--- src/rtl/apb_completer_regs.sv ---
// apb_completer_regs
//   APB completer that holds the configuration register bank of the DFE
//   filter array. It decodes the setup and access phases of one PSEL line and
//   inserts WAIT_STATES wait cycles before it completes each transfer. Writes
//   are committed to a word-addressed register file. The top index is a
//   read-only STATUS word taken from the datapath.
//
// Ports
//   PCLK, PRESETn   APB clock; asynchronous active-low reset
//   PSEL, PENABLE   select and access-phase indicator from the bridge
//   PWRITE          1 = write, 0 = read
//   PADDR, PWDATA   byte address and write data, latched in the setup phase
//   PRDATA          read data; 0 unless a read is completing without error
//   PREADY          transfer completion
//   PSLVERR         error response; only ever 1 together with PREADY
//   cfg_regs        flat config vector, reg i at [i*DATA_WIDTH +: DATA_WIDTH]
//   wr_pulse        one-cycle strobe per reg, raised the cycle after its write
//   status_in       datapath status, returned on reads of the STATUS index
module apb_completer_regs #(
  parameter int ADDR_WIDTH  = 32,
  parameter int DATA_WIDTH  = 32,
  parameter int NUM_REGS    = 16,
  parameter int WAIT_STATES = 1
) (
  input  logic                           PCLK,
  input  logic                           PRESETn,
  input  logic                           PSEL,
  input  logic                           PENABLE,
  input  logic                           PWRITE,
  input  logic [ADDR_WIDTH-1:0]          PADDR,
  input  logic [DATA_WIDTH-1:0]          PWDATA,
  output logic [DATA_WIDTH-1:0]          PRDATA,
  output logic                           PREADY,
  output logic                           PSLVERR,
  output logic [NUM_REGS*DATA_WIDTH-1:0] cfg_regs,
  output logic [NUM_REGS-1:0]            wr_pulse,
  input  logic [DATA_WIDTH-1:0]          status_in
);

  localparam int IDX_W = $clog2(NUM_REGS);
  localparam logic [IDX_W-1:0] STATUS_IDX = IDX_W'(NUM_REGS - 1);

  typedef enum logic {IDLE, ACCESS} state_t;

  state_t                state, state_d;
  logic [3:0]            cnt, cnt_d;
  logic                  wr_p0, err_p0;
  logic [IDX_W-1:0]      idx_p0;
  logic [DATA_WIDTH-1:0] wdata_p0;
  logic [DATA_WIDTH-1:0] regs [NUM_REGS];

  logic [IDX_W-1:0]      idx;
  logic                  addr_bad, setup, complete, commit_wr;

  // Address bits above the index field must all be zero.
  assign idx       = PADDR[IDX_W+1:2];
  assign addr_bad  = (PADDR[1:0] != 2'b00) || ((PADDR >> (IDX_W + 2)) != '0);
  assign setup     = (state == IDLE) && PSEL && !PENABLE;
  assign complete  = (state == ACCESS) && PSEL && PENABLE && (cnt == 4'd0);
  assign commit_wr = complete && wr_p0 && !err_p0;

  always_comb begin
    state_d = state;
    cnt_d   = cnt;
    case (state)
      IDLE: begin
        // PSEL with PENABLE already high means no setup phase was seen, so it is ignored.
        if (setup) begin
          state_d = ACCESS;
          cnt_d   = 4'(WAIT_STATES);
        end
      end
      ACCESS: begin
        if (!PSEL) begin
          state_d = IDLE;  // abort: drop the transfer without a response
        end else if (PENABLE) begin
          if (cnt != 4'd0) cnt_d = cnt - 4'd1;
          else             state_d = IDLE;
        end
      end
      default: state_d = IDLE;
    endcase
  end

  // Setup stage: capture control fields of the transfer
  always_ff @(posedge PCLK or negedge PRESETn) begin
    if (!PRESETn) begin
      state  <= IDLE;
      cnt    <= 4'd0;
      wr_p0  <= 1'b0;
      err_p0 <= 1'b0;
      idx_p0 <= '0;
    end else begin
      state <= state_d;
      cnt   <= cnt_d;
      if (setup) begin
        wr_p0  <= PWRITE;
        idx_p0 <= idx;
        err_p0 <= addr_bad || (PWRITE && (idx == STATUS_IDX));
      end
    end
  end

  always_ff @(posedge PCLK) begin
    if (setup) wdata_p0 <= PWDATA;
  end

  // Commit stage: register file update and write strobe
  always_ff @(posedge PCLK or negedge PRESETn) begin
    if (!PRESETn) begin
      for (int i = 0; i < NUM_REGS; i++) regs[i] <= '0;
      wr_pulse <= '0;
    end else begin
      wr_pulse <= '0;
      if (commit_wr) begin
        regs[idx_p0]     <= wdata_p0;
        wr_pulse[idx_p0] <= 1'b1;
      end
    end
  end

  assign PREADY  = complete;
  assign PSLVERR = complete && err_p0;

  always_comb begin
    PRDATA = '0;
    if (complete && !wr_p0 && !err_p0) begin
      PRDATA = (idx_p0 == STATUS_IDX) ? status_in : regs[idx_p0];
    end
  end

  for (genvar i = 0; i < NUM_REGS; i++) begin : g_cfg
    if (i == NUM_REGS - 1) begin : g_status
      assign cfg_regs[i*DATA_WIDTH +: DATA_WIDTH] = '0;
    end else begin : g_rw
      assign cfg_regs[i*DATA_WIDTH +: DATA_WIDTH] = regs[i];
    end
  end

endmodule

--- config.mk ---
export PLATFORM = sky130hd
export DESIGN_NAME = apb_completer_regs
export DESIGN_NICKNAME = d
export VERILOG_FILES = /design/src/rtl/apb_completer_regs.sv
export SDC_FILE = /design/constraint.sdc
export NUM_CORES = 1
export LEC_CHECK = 0
export ABC_CLOCK_PERIOD_IN_PS = 4500
export BUFFER_PORTS_ARGS = -buffer_cell sky130_fd_sc_hd__buf_4
export CAP_MARGIN = 30
export CORE_AREA = 2 2 260 262
export CTS_CLUSTER_SIZE = 14
export DETAILED_ROUTE_END_ITERATION = 10
export DIE_AREA = 0 0 262 264
export GPL_TIMING_DRIVEN = 0
export MAX_ROUTING_LAYER = met4
export PLACE_DENSITY = 0.66
export SLEW_MARGIN = 40
export SYNTH_ARGS = -nofsm -noshare
export SYNTH_HDL_FRONTEND = slang
export SYNTH_SLANG_ARGS = --single-unit
--- constraint.sdc ---
create_clock -name PCLK -period 4.5 [get_ports PCLK]
set_input_delay 0.225 -clock PCLK [delete_from_list [all_inputs] [get_ports PCLK]]
set_output_delay 0.225 -clock PCLK [all_outputs]
set_load 0.03 [all_outputs]
# --- Yosys cells after proc, flatten, opt, wreduce, memory -nomap -nowiden ---
# Cells that the tools add are included.
word_totals:
  ff_bits: 571
  latch_bits: 0
  mem_bits_rw: 0
  romBits: 0
  input_bits: 101
  output_inout_bits: 562
  mem_count: 0
op_classes:
  addsub: 1
  multipliers: 0
  div_mod_pow: 0
  n_lt_le_gt_ge: 4
  n_eq_ne: 6
  shifts: 0
  n_mux: 21
  bitwise_logic: 2
  n_reduce_logical: 23
op_table:
  columns: ["op", "n"]
  rows:
  - ["bitwise mux 512 bit", 1]
  - ["2-to-1 mux 32 bit", 5]
  - ["binary-select mux 32 bit (select 4 bit)", 1]
  - ["demux 32 bit (select 4 bit)", 1]
  - ["nonzero test 32 bit", 1]
  - ["2-to-1 mux 16 bit", 1]
  - ["2-to-1 mux 4 bit", 4]
  - ["logical AND 1 bit", 13]
  - ["== test 4 bit (second input constant)", 2]
  - ["case mux 4 bit (2 select lines)", 1]
  - ["inequality test 2 bit (second input constant)", 3]
  - ["greater-or-equal comparator 5 bit (second input constant)", 1]
  - ["less-than comparator 4 x 5 -> 1 bit (second input constant)", 1]
  - ["less-than comparator 5 x 1 -> 1 bit (second input constant)", 1]
  - ["2-to-1 mux 1 bit", 5]
  - ["NOT 4 -> 5 bit", 1]
  - ["demux 1 bit (select 4 bit)", 1]
  - ["greater-or-equal comparator 4 x 1 -> 1 bit (second input constant)", 1]
  - ["logical NOT 4 bit", 1]
  - ["AND reduction 4 bit", 1]
  - ["nonzero test 4 bit", 1]
  - ["subtractor 4 x 1 -> 4 bit (second input constant)", 1]
  - ["logical NOT 1 bit", 3]
  - ["logical OR 1 bit", 2]
  - ["other kinds (4)", 4]

# --- Longest topological paths before layout ---
depth:
  depth_word: 6
  ltp_mapped: 9

# --- Worst setup path before layout ---
# OpenSTA, ideal clock, no wires.
synth_path:
  path_kind: "reg-to-reg"
  startpoint: "register state"
  endpoint: "register idx_p0[0]"
  setup_time_ns: 0.125
  t_arrival_ns: 3.748
  required_time_ns: 4.375
  slack_ns: 0.627
  stages_incl_launch_ff: 3
  n_path_buf: 0
  period_less_slack_ns: 3.873
  cell_sequence: "dfrtp_1 nor3b_1 mux2_2"
synth_between:
  elab_chain_cells: 3
synth_lines:
  columns: ["item", "line", "source"]
  rows:
  - ["start: declaration", "45", "state_t state, state_d;"]
  - ["start signal: assignment", "94", "state <= state_d;"]
  - ["NOT 1 bit", "58", "assign setup = (state == IDLE) && PSEL && !PENABLE;"]
  - ["logical AND 1 bit (2 in a row)", "58", null]
  - ["via setup", "53", "logic addr_bad, setup, complete, commit_wr;"]
  - ["end signal: assignment", "98", "idx_p0 <= idx;"]
  - ["end: declaration", "48", "logic [IDX_W-1:0] idx_p0;"]
# The timed path passes the listed nets, and every way through them passes these cells.
# A chain may end at the register's enable or synchronous reset.

# --- Final worst setup path ---
layout_path:
  startpoint: "register cnt[0]"
  endpoint: "output port PRDATA[16]"
layout_between:
  elab_chain_cells: 5
layout_lines:
  columns: ["item", "line", "source"]
  rows:
  - ["start: declaration", "46", "logic [3:0] cnt, cnt_d;"]
  - ["start signal: assignment", "95", "cnt <= cnt_d;"]
  - ["logical NOT 4 bit", "59", "assign complete = (state == ACCESS) && PSEL && PENABLE && (cnt == 4'd0);"]
  - ["logical AND 1 bit", "59", null]
  - ["logical AND 1 bit (2 in a row)", "127", "if (complete && !wr_p0 && !err_p0) begin"]
  - ["2-to-1 mux 32 bit", "127", null]
  - ["end: declaration", "32", "output logic [DATA_WIDTH-1:0] PRDATA,"]
# Every way passes these cells.

==> impl_metrics.toml <==
[yosys]
syn_area_sq_um = 28200
ys_ff_latch = 539
syn_inst = 2170
synth_compound_area_share_pct = 4.74
synthArstFlopShare_pct = 94.1
synth_area_per_cell_sq_um = 13.0
muxShareOfSynthArea_pct = 27.0
yosysWarnings = 0
yosys.area_share.adder_pct = 0.0444
ys_seq_area_share_pct = 48.5
synth-main-ff-cell = "dfrtp_1"
synth_cell_type_count = 49
synth_top_family_by_area = "multiplexers"
synth_xor_area_share_pct = 0
synth-simple-area-share_pct = 3.52
synth-edff-count = 32

[placed_design]
port_buffers = 629
placedCellCount = 3719
gp_congestion = 0.914
place_hpwl_microns = 83000
post-place-ws_ns = 0.739

[clock_network]
clk_pin_slew_ns = 0.06
clock_sink_count = 539
cts_tree = "done"
clockBufferDepth = 3
numCtsBuffers = 57
clk_latency_ns = 0.63
cts_root_buf = "clkbuf_16"
htreeDepth = 2
cts_resized = 0

[global_route]
grt_pass1_wl_microns = 157000
track_usage_pct = 33.3
grt.overflow.total = 0
grt_pass1_vias = 21500
antenna_found_initial = 4
grt_max_degree = 72

[worst_setup_path]
cp.required_ns = 4.28
cp-start-kind = "flop"
reg2reg_to = "cfg_regs[149]$_DFFE_PN0P_"
setup.worst_path.end_class = "output port"
cp-startpoint = "cnt[0]$_DFFE_PN0P_"
rr_worst_depth = 5
regToRegSetupSlack_ns = 1.36
worstReg2RegStart = "idx_p0[3]$_DFFE_PN0P_"
critPathKind = "reg -> out"
worstPathArrival_ns = 3.96
crit_fanout = 10

[timing]
timing.final.ws_setup_ns = 0.319
worst-slew-pin-transition_ns = 0.876
finalMaxSlewViolations = 0
finalSetupTns_ns = 0
max_clock_freq_mhz = 239
min_period_ns = 4.18
min_period_over_period_pct = 92.9
finalHoldViolations = 0
setup_viol = 0
slew_headroom_pct = 41.6
rsz0062_at_grt = "no"
fin_skew_ns = 0.0210

[worst_hold_path]
min_to = "err_p0$_DFFE_PN0P_"
hold_depth = 5
hp-start = "PADDR[11]"
hold_class = "in -> reg"

[routing]
vias_per_cell = 5.37
avgRoutedWirePerCell_microns = 29.4
route.detailed.drc = 0
vias = 20800
totalWireLength_microns = 114000
drt_iter0_markers = 1451
dr.pass1.iters = 5
ant_nets = 0

[power]
power.total_mw = 11.8
p_per_area_nw_per_um2 = 320
p_leak_nw = 19.6
vdd_ir_drop_max_mv = 0.286

[finish]
post-route-util_pct = 55.2
area_growth_pct = 30.5
drive_gt1_share_pct = 64.4
final-instance-count-excl-fill = 3868
finalNetCount = 3047
fillCellCount = 5680
multi_input_area_sq_um = 10100
regArea_sq_um = 13600

[floorplan]
ioPinCount = 663
core_sq_um = 66600
num_rows = 95
die_w_microns = 262
die_h_microns = 264
start_util_pct = 42.3
die_area_sq_um = 69200

[flow_run]
cap_violations = 0

[run_status]
status = "finished clean"
==> registers in the layout, summed over array words and instances (netlist names) <==
name / cells
wdata_p0: 32
state: 1
wr_pulse: 16
idx_p0: 4
cnt: 4
err_p0: 1
cfg_regs: 480
wr_p0: 1
==> per-layer routing <==
layer	vias to the layer above	GRT usage (%)	share of wire (%)
met2	916	53.2	48
met4	0	12.5	4.0
met3	211	6.22	7.1
met5	-	-	0
met1	10900	42.0	40
li1	8753	-	-
==> where the power goes <==
| part | total [mW] | switching, mW | internal (mW) |
|---|---|---|---|
| combinational | 1.98 | 1.39 | 0.591 |
| clock | 4.78 | 2.04 | 2.74 |
| sequential | 4.99 | 0.0540 | 4.94 |
| total | 11.8 | 3.49 | 8.27 |
==> placed cells by master, fill, tap and decap left out, drive strengths merged, types with 2 or more instances in the layout <==
cell type / instances
buf: 1217
mux2: 516
dfrtp: 507
clkbuf: 170
mux4: 64
dlygate4sd3: 40
nand2b: 36
nor2b: 35
nor3: 35
o21ai: 34
mux2i: 34
o211ai: 33
conb: 32
edfxtp: 32
o221ai: 31
o22ai: 31
o2111a: 30
clkinv: 20
nand2: 16
inv: 14
nor4: 12
nor2: 6
a21oi: 5
nand3: 5
diode: 4
bufinv: 4
a31oi: 3
or2: 3
clkinvlp: 3
or3b: 2
nand4: 2
or3: 2
a22o: 2
nor3b: 2
==> area by class of cell <==
cell class                      instances  share of cell area (%)
Antenna cell                            4                  0.0272
Buffer                                665                    12.5
Clock buffer                           77                    4.42
Clock inverter                         28                   0.664
Inverter                               13                   0.133
Multi-Input combinational cell        984                    27.4
Sequential cell                       539                    37.1
Tap cell                              873                    2.97
Timing Repair Buffer                  685                    14.7
==> synth_stat cells, types with 32 or more instances <==
cell type,instances,area share (%)
o211ai_1,33,0.88
buf_4,524,14
nor2b_1,35,0.78
nand2b_1,36,0.80
mux4_2,64,5.1
edfxtp_1,32,3.4
dfrtp_1,507,45
mux2_2,508,20
o21ai_0,34,0.60
clkbuf_1,93,1.2
mux2i_1,34,1.2
==> worst max-delay path, stage by stage (launching register included) <==
cell,delay (ns)
dfrtp_1,0.39
inv_1,0.09
ha_1,0.23
nand4b_2,0.23
nor4_2,0.71
clkbuf_2,0.61
o21ai_0,0.25
nor3_1,0.55
buf_4,0.27
==> worst max-delay path by stage <==
stage,end
global route,PRDATA[16]
finish,PRDATA[16]
detailed placement,PRDATA[13]
global placement,idx_p0[0]$_DFFE_PN0P_
CTS,PRDATA[13]
floorplan,idx_p0[0]$_DFFE_PN0P_
==> what timing repair did <==
item	CTS	global route
buffers inserted	0	0
hold endpoints to repair	210	0
hold buffers	40	0
==> through the flow <==
stage / hold slack [ns] / area, sq um
global route: 0.0741 / 36700
floorplan: -0.0706 / 28300
finish: 0.0704 / 36700
global placement: 0.406 / 34100
CTS: 0.0465 / 36700
detailed placement: 0.171 / 34500
==> kinds of logic (layout without fill, tap and decap cells) <==
logic type,count (synthesis),count (layout)
other,1,36
AO/OA/AOI/OAI,175,175
AND/OR/NAND/NOR,162,162
flip-flops,539,539
multiplexers,614,614
buffers and inverters,678,1468
adder cells (fa/ha/maj),1,1
Power figures use the tool's default switching activity.
